`src/rtl/mdu_iter.sv`:
```
// Iterative multiply/divide unit with HI/LO result registers.
// One shift-add / restoring shift-subtract step per cycle on operand magnitudes.
module mdu_iter #(
    parameter int unsigned WIDTH = 32,
    parameter int unsigned CNT_W = 6
) (
    input  logic             clk,
    input  logic             rst,
    input  logic             start,
    input  logic [1:0]       op,
    input  logic [WIDTH-1:0] a,
    input  logic [WIDTH-1:0] b,
    input  logic             hi_we,
    input  logic             lo_we,
    input  logic [WIDTH-1:0] wdata,
    output logic             busy,
    output logic             done,
    output logic             div_zero,
    output logic [WIDTH-1:0] hi,
    output logic [WIDTH-1:0] lo
);

    typedef enum logic [1:0] {IDLE, CALC, FIX} state_t;

    state_t               state_q, state_d;
    logic [CNT_W-1:0]     cnt_q, cnt_d;
    logic                 is_div_q, is_div_d;
    logic                 neg_q_q, neg_q_d;
    logic                 neg_r_q, neg_r_d;
    logic [WIDTH-1:0]     a_q, a_d;
    logic [WIDTH-1:0]     ma_q, ma_d;
    logic [WIDTH-1:0]     mb_q, mb_d;
    logic [2*WIDTH-1:0]   acc_q, acc_d;
    logic [WIDTH-1:0]     rem_q, rem_d;
    logic [WIDTH-1:0]     hi_q, hi_d;
    logic [WIDTH-1:0]     lo_q, lo_d;
    logic                 done_q, done_d;
    logic                 div_zero_q, div_zero_d;

    logic                 sa, sb;
    logic [WIDTH:0]       mul_sum;
    logic [WIDTH:0]       div_shift;
    logic [WIDTH:0]       div_diff;
    logic [2*WIDTH-1:0]   prod_s;
    logic [WIDTH-1:0]     quo_s;
    logic [WIDTH-1:0]     rem_s;

    always_ff @(posedge clk or posedge rst) begin
        if (rst) begin
            state_q    <= IDLE;
            cnt_q      <= '0;
            is_div_q   <= 1'b0;
            neg_q_q    <= 1'b0;
            neg_r_q    <= 1'b0;
            a_q        <= '0;
            ma_q       <= '0;
            mb_q       <= '0;
            acc_q      <= '0;
            rem_q      <= '0;
            hi_q       <= '0;
            lo_q       <= '0;
            done_q     <= 1'b0;
            div_zero_q <= 1'b0;
        end else begin
            state_q    <= state_d;
            cnt_q      <= cnt_d;
            is_div_q   <= is_div_d;
            neg_q_q    <= neg_q_d;
            neg_r_q    <= neg_r_d;
            a_q        <= a_d;
            ma_q       <= ma_d;
            mb_q       <= mb_d;
            acc_q      <= acc_d;
            rem_q      <= rem_d;
            hi_q       <= hi_d;
            lo_q       <= lo_d;
            done_q     <= done_d;
            div_zero_q <= div_zero_d;
        end
    end

    always_comb begin
        state_d = state_q;
        case (state_q)
            IDLE:    if (start) state_d = CALC;
            CALC:    if (cnt_q == CNT_W'(WIDTH - 1)) state_d = FIX;
            FIX:     state_d = IDLE;
            default: state_d = IDLE;
        endcase
    end

    always_comb begin
        busy   = (state_q != IDLE);
        done_d = (state_q == FIX);
    end

    always_comb begin
        cnt_d      = cnt_q;
        is_div_d   = is_div_q;
        neg_q_d    = neg_q_q;
        neg_r_d    = neg_r_q;
        a_d        = a_q;
        ma_d       = ma_q;
        mb_d       = mb_q;
        acc_d      = acc_q;
        rem_d      = rem_q;
        hi_d       = hi_q;
        lo_d       = lo_q;
        div_zero_d = div_zero_q;

        sa        = op[0] & a[WIDTH-1];
        sb        = op[0] & b[WIDTH-1];
        mul_sum   = {1'b0, acc_q[2*WIDTH-1:WIDTH]} + (acc_q[0] ? {1'b0, ma_q} : '0);
        div_shift = {rem_q, acc_q[WIDTH-1]};
        div_diff  = div_shift - {1'b0, mb_q};
        prod_s    = neg_q_q ? -acc_q : acc_q;
        quo_s     = neg_q_q ? -acc_q[WIDTH-1:0] : acc_q[WIDTH-1:0];
        rem_s     = neg_r_q ? -rem_q : rem_q;

        case (state_q)
            IDLE: begin
                if (start) begin
                    cnt_d      = '0;
                    is_div_d   = op[1];
                    neg_q_d    = sa ^ sb;
                    neg_r_d    = sa;
                    a_d        = a;
                    ma_d       = sa ? -a : a;
                    mb_d       = sb ? -b : b;
                    rem_d      = '0;
                    div_zero_d = 1'b0;
                    // Multiply shifts the multiplier out of the low half; divide shifts the dividend.
                    acc_d      = {{WIDTH{1'b0}}, op[1] ? (sa ? -a : a) : (sb ? -b : b)};
                end else begin
                    if (hi_we) hi_d = wdata;
                    if (lo_we) lo_d = wdata;
                end
            end
            CALC: begin
                cnt_d = cnt_q + CNT_W'(1);
                if (is_div_q) begin
                    rem_d = div_diff[WIDTH] ? div_shift[WIDTH-1:0] : div_diff[WIDTH-1:0];
                    acc_d = {acc_q[2*WIDTH-1:WIDTH], acc_q[WIDTH-2:0], ~div_diff[WIDTH]};
                end else begin
                    acc_d = {mul_sum, acc_q[WIDTH-1:1]};
                end
            end
            FIX: begin
                if (!is_div_q) begin
                    hi_d = prod_s[2*WIDTH-1:WIDTH];
                    lo_d = prod_s[WIDTH-1:0];
                end else if (mb_q == '0) begin
                    hi_d       = a_q;
                    lo_d       = '1;
                    div_zero_d = 1'b1;
                end else begin
                    hi_d = rem_s;
                    lo_d = quo_s;
                end
            end
            default: ;
        endcase
    end

    assign done     = done_q;
    assign div_zero = div_zero_q;
    assign hi       = hi_q;
    assign lo       = lo_q;

endmodule
```
`config.mk`:
```
export PLATFORM = sky130hd
export DESIGN_NAME = mdu_iter
export DESIGN_NICKNAME = d
export VERILOG_FILES = /design/src/rtl/mdu_iter.sv
export SDC_FILE = /design/constraint.sdc
export NUM_CORES = 1
export LEC_CHECK = 0
export ABC_AREA = 0
export CAP_MARGIN = 25
export CORE_MARGIN = 3
export CORE_UTILIZATION = 54
export DETAILED_ROUTE_END_ITERATION = 8
export PLACE_DENSITY_LB_ADDON = 0.05
export RECOVER_POWER = 100
export REMOVE_ABC_BUFFERS = 1
export SLEW_MARGIN = 10
export SYNTH_ARGS = -nofsm -noshare
export SYNTH_HDL_FRONTEND = slang
export SYNTH_SLANG_ARGS = --single-unit
```
`constraint.sdc`:
```
create_clock -name clk -period 9.74 [get_ports clk]
set_input_delay 1.948 -clock clk [delete_from_list [all_inputs] [get_ports clk]]
set_output_delay 1.948 -clock clk [all_outputs]
set_load 0.05 [all_outputs]
```
# Word-level counts from Yosys, hierarchy flattened
# Cells that the tools add are included.
# totals
register_bits,269
word_cells,85
# classes
n_addsub,8
n_eq_ne,12
n_mux,33
bitwise,4
reduce_logical,13
# op_table
operator,n
$mux 32,17
$mux 64,3
$pmux 32 s2,3
$neg 32->32,4
$pmux 64 s2,1
$neg 64->64,1
$add 32x32->33,1
$sub 33x32->33,1
$logic_not 32->1,1
$ne 2x2->1 const B,8
$pmux 6 s2,1
$reduce_and 3->1,4
$add 6x1->6 const B,1
$eq 6x5->1 const B,1
$mux 6,1
$reduce_and 2->1,3
$reduce_bool 2->1,3
$mux 2,2
$pmux 2 s2,1
$reduce_and 4->1,1
$mux 1,3
$and 1x1->1,2
$eq 2x1->1 const B,1
$eq 2x2->1 const B,1
other kinds (5),5

# Depth between registers and ports, before layout
# depth
ltp_word,5
depth_mapped,14

# Least setup slack after synthesis
# No wires, ideal clock.
# synth_path
path_type,in2reg
from,input b[13]
to,register acc_q[21]
setup_ps,137
arrival_ps,4210
t_required_ps,9603
path_slack_ps,5393
path_stages,9
n_path_buf,0
path_cell_list,or4_1 -> nor4_1 -> nand2b_1 -> nor4b_1 -> nor2_1 -> xnor2_1 -> nand2b_1 -> a221oi_1 -> a21oi_1
# synth_between
elab_chain_cells,5
# synth_rtl
element,line_no,source
from (decl),12,"input logic [WIDTH-1:0] b,"
$neg 32->32,133,"acc_d = {{WIDTH{1'b0}}, op[1] ? (sa ? -a : a) : (sb ? -b : b)};"
$mux 32 (2 in a row),133,
$mux 64,122,if (start) begin
$pmux 64 s2,120,case (state_q)
to (signal assigned),58,acc_q <= '0;
to (signal assigned),73,acc_q <= acc_d;
to (decl),33,"logic [2*WIDTH-1:0] acc_q, acc_d;"
# Every way passes these cells. The select of a mux whose other input is x is not followed.
# A chain may end at the register's enable or synchronous reset.

# Final worst setup path
# layout_path
from,input start
to,register acc_q[19]
# layout_between
elab_chain_cells,2
# layout_rtl
element,line_no,source
from (decl),9,"input logic start,"
$ne 2x2->1 (no line),n/a,
$reduce_and 2->1 (no line),n/a,
# Every way passes these cells.

==> flow_summary.toml <==
[route]
routed_wirelength_um = 62200
wire_per_inst_um = 21.7
drtIter0Drc = 1720
ant_nets = 0
vias = 18000
drc = 0
first_pass_iters = 5
viasPerCell = 6.28

[grt]
grt_antenna_before_repair = 0
grt_pass1_vias = 17100
grt_max_degree = 136
gr-usage-all-layers_pct = 33.1
grt_pass1_wl_um = 96500
overflow = 0

[synthesis]
ys_types = 66
synthXorXnorAreaFrac_pct = 9.30
ys.flop_type = "dfrtp_1"
ys_seq_elements = 268
synthArstFlopShare_pct = 100
synth_mux_area_share_pct = 3.25
ys_seq_area_share_pct = 35.6
yosys-top-cells-area = "dfrtp_1 (36%), o21ai_0 (7.4%), nand2_1 (7.1%)"
synth_simple_gate_area_share_pct = 19.1
synth_compound_area_share_pct = 23.3
synth_area_sq_um = 18800
yosys.area.top_type = "dfrtp_1"
synth-adder-area-share_pct = 4.80
synth_top_area_share_pct = 35.6
synth_top_family_by_area = "compound AO/OA/AOI/OAI gates"
avgSynthCellArea_sq_um = 8.10
synth-edff-count = 0
synth_warnings = 0
synthCells = 2324

[die]
core_sq_um = 34000
fp-row-count = 67
die_w_um = 193
die_height_um = 193
start_util_pct = 55.5
ios = 170
die_area_sq_um = 37100

[timing]
fin_crit_ns = 6.12
final.period_utilization_pct = 62.8
slew_headroom_pct = -136
clock_skew_ns = 0.0133
worst_pin_slew_ns = 3.55
timing_hold_violations_final = 0
tns_ns = 0
slew_violations = 473
max_freq_mhz = 163
setup_violations = 0
rsz0062_at_grt = "no"

[cts]
path_clk_slew_ns = 0.06
cts.repair.resized = 0
cts.path.max_buffers = 3
cts_tree = "done"
hold_buffers = 0
cts_buffers = 31
post_cts_buffers = 0
clkSinkCount = 268
clock_latency_ns = 0.59
htreeDepth = 1
cts_root_buffer = "clkbuf_16"

[hold_path]
hp-start = "lo[12]$_DFFE_PP0P_"
min_path_type = "reg -> reg"
hold_path_end = "lo[12]$_DFFE_PP0P_"
hold_depth = 1

[finish]
area_growth_pct = 15.6
layout-drive-gt1-share_pct = 3.92
final_net_count = 2575
diodes = 0
final_common_cell = "nand2_1"
final_cell_mix = "nand2_1 (356), o21ai_0 (277), dfrtp_1 (266)"

[setup_path]
r2r_end = "lo[22]$_DFFE_PP0P_"
r2r_cells = 8
worst_path_max_delay_cell = "clkbuf_1"
slowest_delay_ns = 2.08
r2r_start = "state_q[1]$_DFFE_PP0P_"
cpMostUsedCell = "clkbuf_1"
cp_top_family = "buffers and inverters"
crit_buf_inv = 3
endpoint_kind = "flop"
reg2reg_setup_slack_ns = 3.77
path_class = "in -> reg"
crit_arrival_ns = 6.62
path_cells = "dlygate4sd3_1 > and2_2 > clkbuf_1 > clkbuf_1 > o211ai_1 > a22oi_1"
worstPathRequired_ns = 10.24
worstSetupStartpointType = "primary input"
cp_max_fo = 67

[run]
maxCapViolCount = 7

[power_and_ir_drop]
power.density_nw_per_um2 = 269
power_w = 0.00585
p_leak_nw = 9.26
ir_drop_mv = 0.359

[placed_design]
place_hpwl_um = 45400
portBuffers = 169
gp_congestion = 0.931

[status]
outcome = "finished with violations"
failed_checks = "capacitance limit, slew limit"
metrics by stage:
stage | utilization [%] | instance area [sq um] | hold slack, ns | setup WS, ns | std cells
after floorplan | - | 18200 | 0.438 | 0.410 | 2172
after global placement | 61.1 | 20700 | 0.453 | 4.30 | 2813
after detailed placement | 61.1 | 20700 | 0.458 | 4.32 | 2814
after CTS | 64.2 | 21800 | 0.475 | 4.94 | 2867
after global routing | 64.1 | 21800 | 0.485 | 3.09 | 2869
final | 64.1 | 21800 | 0.470 | 3.62 | 2869
synthesized netlist by cell type (18+ instances only):
library cell and count:
mux2i_1 60, dfrtp_1 268, o31ai_1 38, or3_1 28
a211oi_1 55, o41ai_1 25, nor4_1 26, a21o_1 25
nand3_1 30, inv_1 71, o21ai_0 277, a21oi_1 146
xnor2_1 104, nand2b_1 19, a31oi_1 27, clkbuf_1 133
xor2_1 96, or4_1 18, nor3_1 54, nor2_1 149
and2_1 39, nand2_1 356, o22ai_1 35, ha_1 69
worst register-to-register path: cells and delay by family, from the launching register on:
family / cells / cell delay [ns]
and+or+nand+nor: 1 / 0.09
AOI/OAI and AO/OA: 3 / 1.12
buffers and inverters: 4 / 4.08
DFF: 1 / 0.53
worst max path at each step:
stage / start / end / slack [ns] / cells after the start
floorplan: rst / a_q[0]$_DFFE_PP0P_ / 0.41 / 1
global placement: b[13] / acc_q[21]$_DFFE_PP0P_ / 4.30 / 10
detailed placement: b[4] / acc_q[30]$_DFFE_PP0P_ / 4.32 / 10
CTS: b[4] / acc_q[30]$_DFFE_PP0P_ / 4.94 / 10
global route: rst / rem_q[0]$_DFFE_PP0P_ / 3.09 / 3
finish: start / acc_q[19]$_DFFE_PP0P_ / 3.62 / 6
registers in the layout (all words and copies together) (netlist names):
register	flops
hi	32
lo	32
div_zero	1
state_q	2
mb_q	32
acc_q	64
done	1
neg_q_q	1
neg_r_q	1
cnt_q	6
rem_q	32
is_div_q	1
ma_q	31
a_q	32
kinds of logic after synthesis:
group / after synthesis
AND/OR/NAND/NOR: 782
buffers and inverters: 223
adder cells (fa/ha/maj): 71
XOR/XNOR: 200
multiplexers: 61
AO/OA/AOI/OAI: 719
flip-flops: 268
layout make-up:
type | instances | area [sq um]
fillers | 2981 | 12200
multi-input cells | 1833 | 11300
flip-flops and latches | 268 | 6710
repair buffers | 196 | 1880
clock buffers | 44 | 925
well taps | 448 | 561
inverters | 71 | 268
clock inverters | 9 | 123
layer usage:
metal | vias to the layer above | GRT usage, % | share of wire [%]
met5 | - | 0 | 0
met4 | 0 | 9.69 | 3.2
met3 | 112 | 4.96 | 7.6
met2 | 699 | 51.7 | 45
met1 | 8744 | 47.8 | 44
li1 | 8457 | - | -
where the power goes:
group / switching, W / total [W] / internal, W
Combinational: 0.00167 / 0.00278 / 0.00111
Clock: 0.000496 / 0.00123 / 0.000730
Sequential: 0.000436 / 0.00184 / 0.00141
Power figures use the tool's default switching activity.
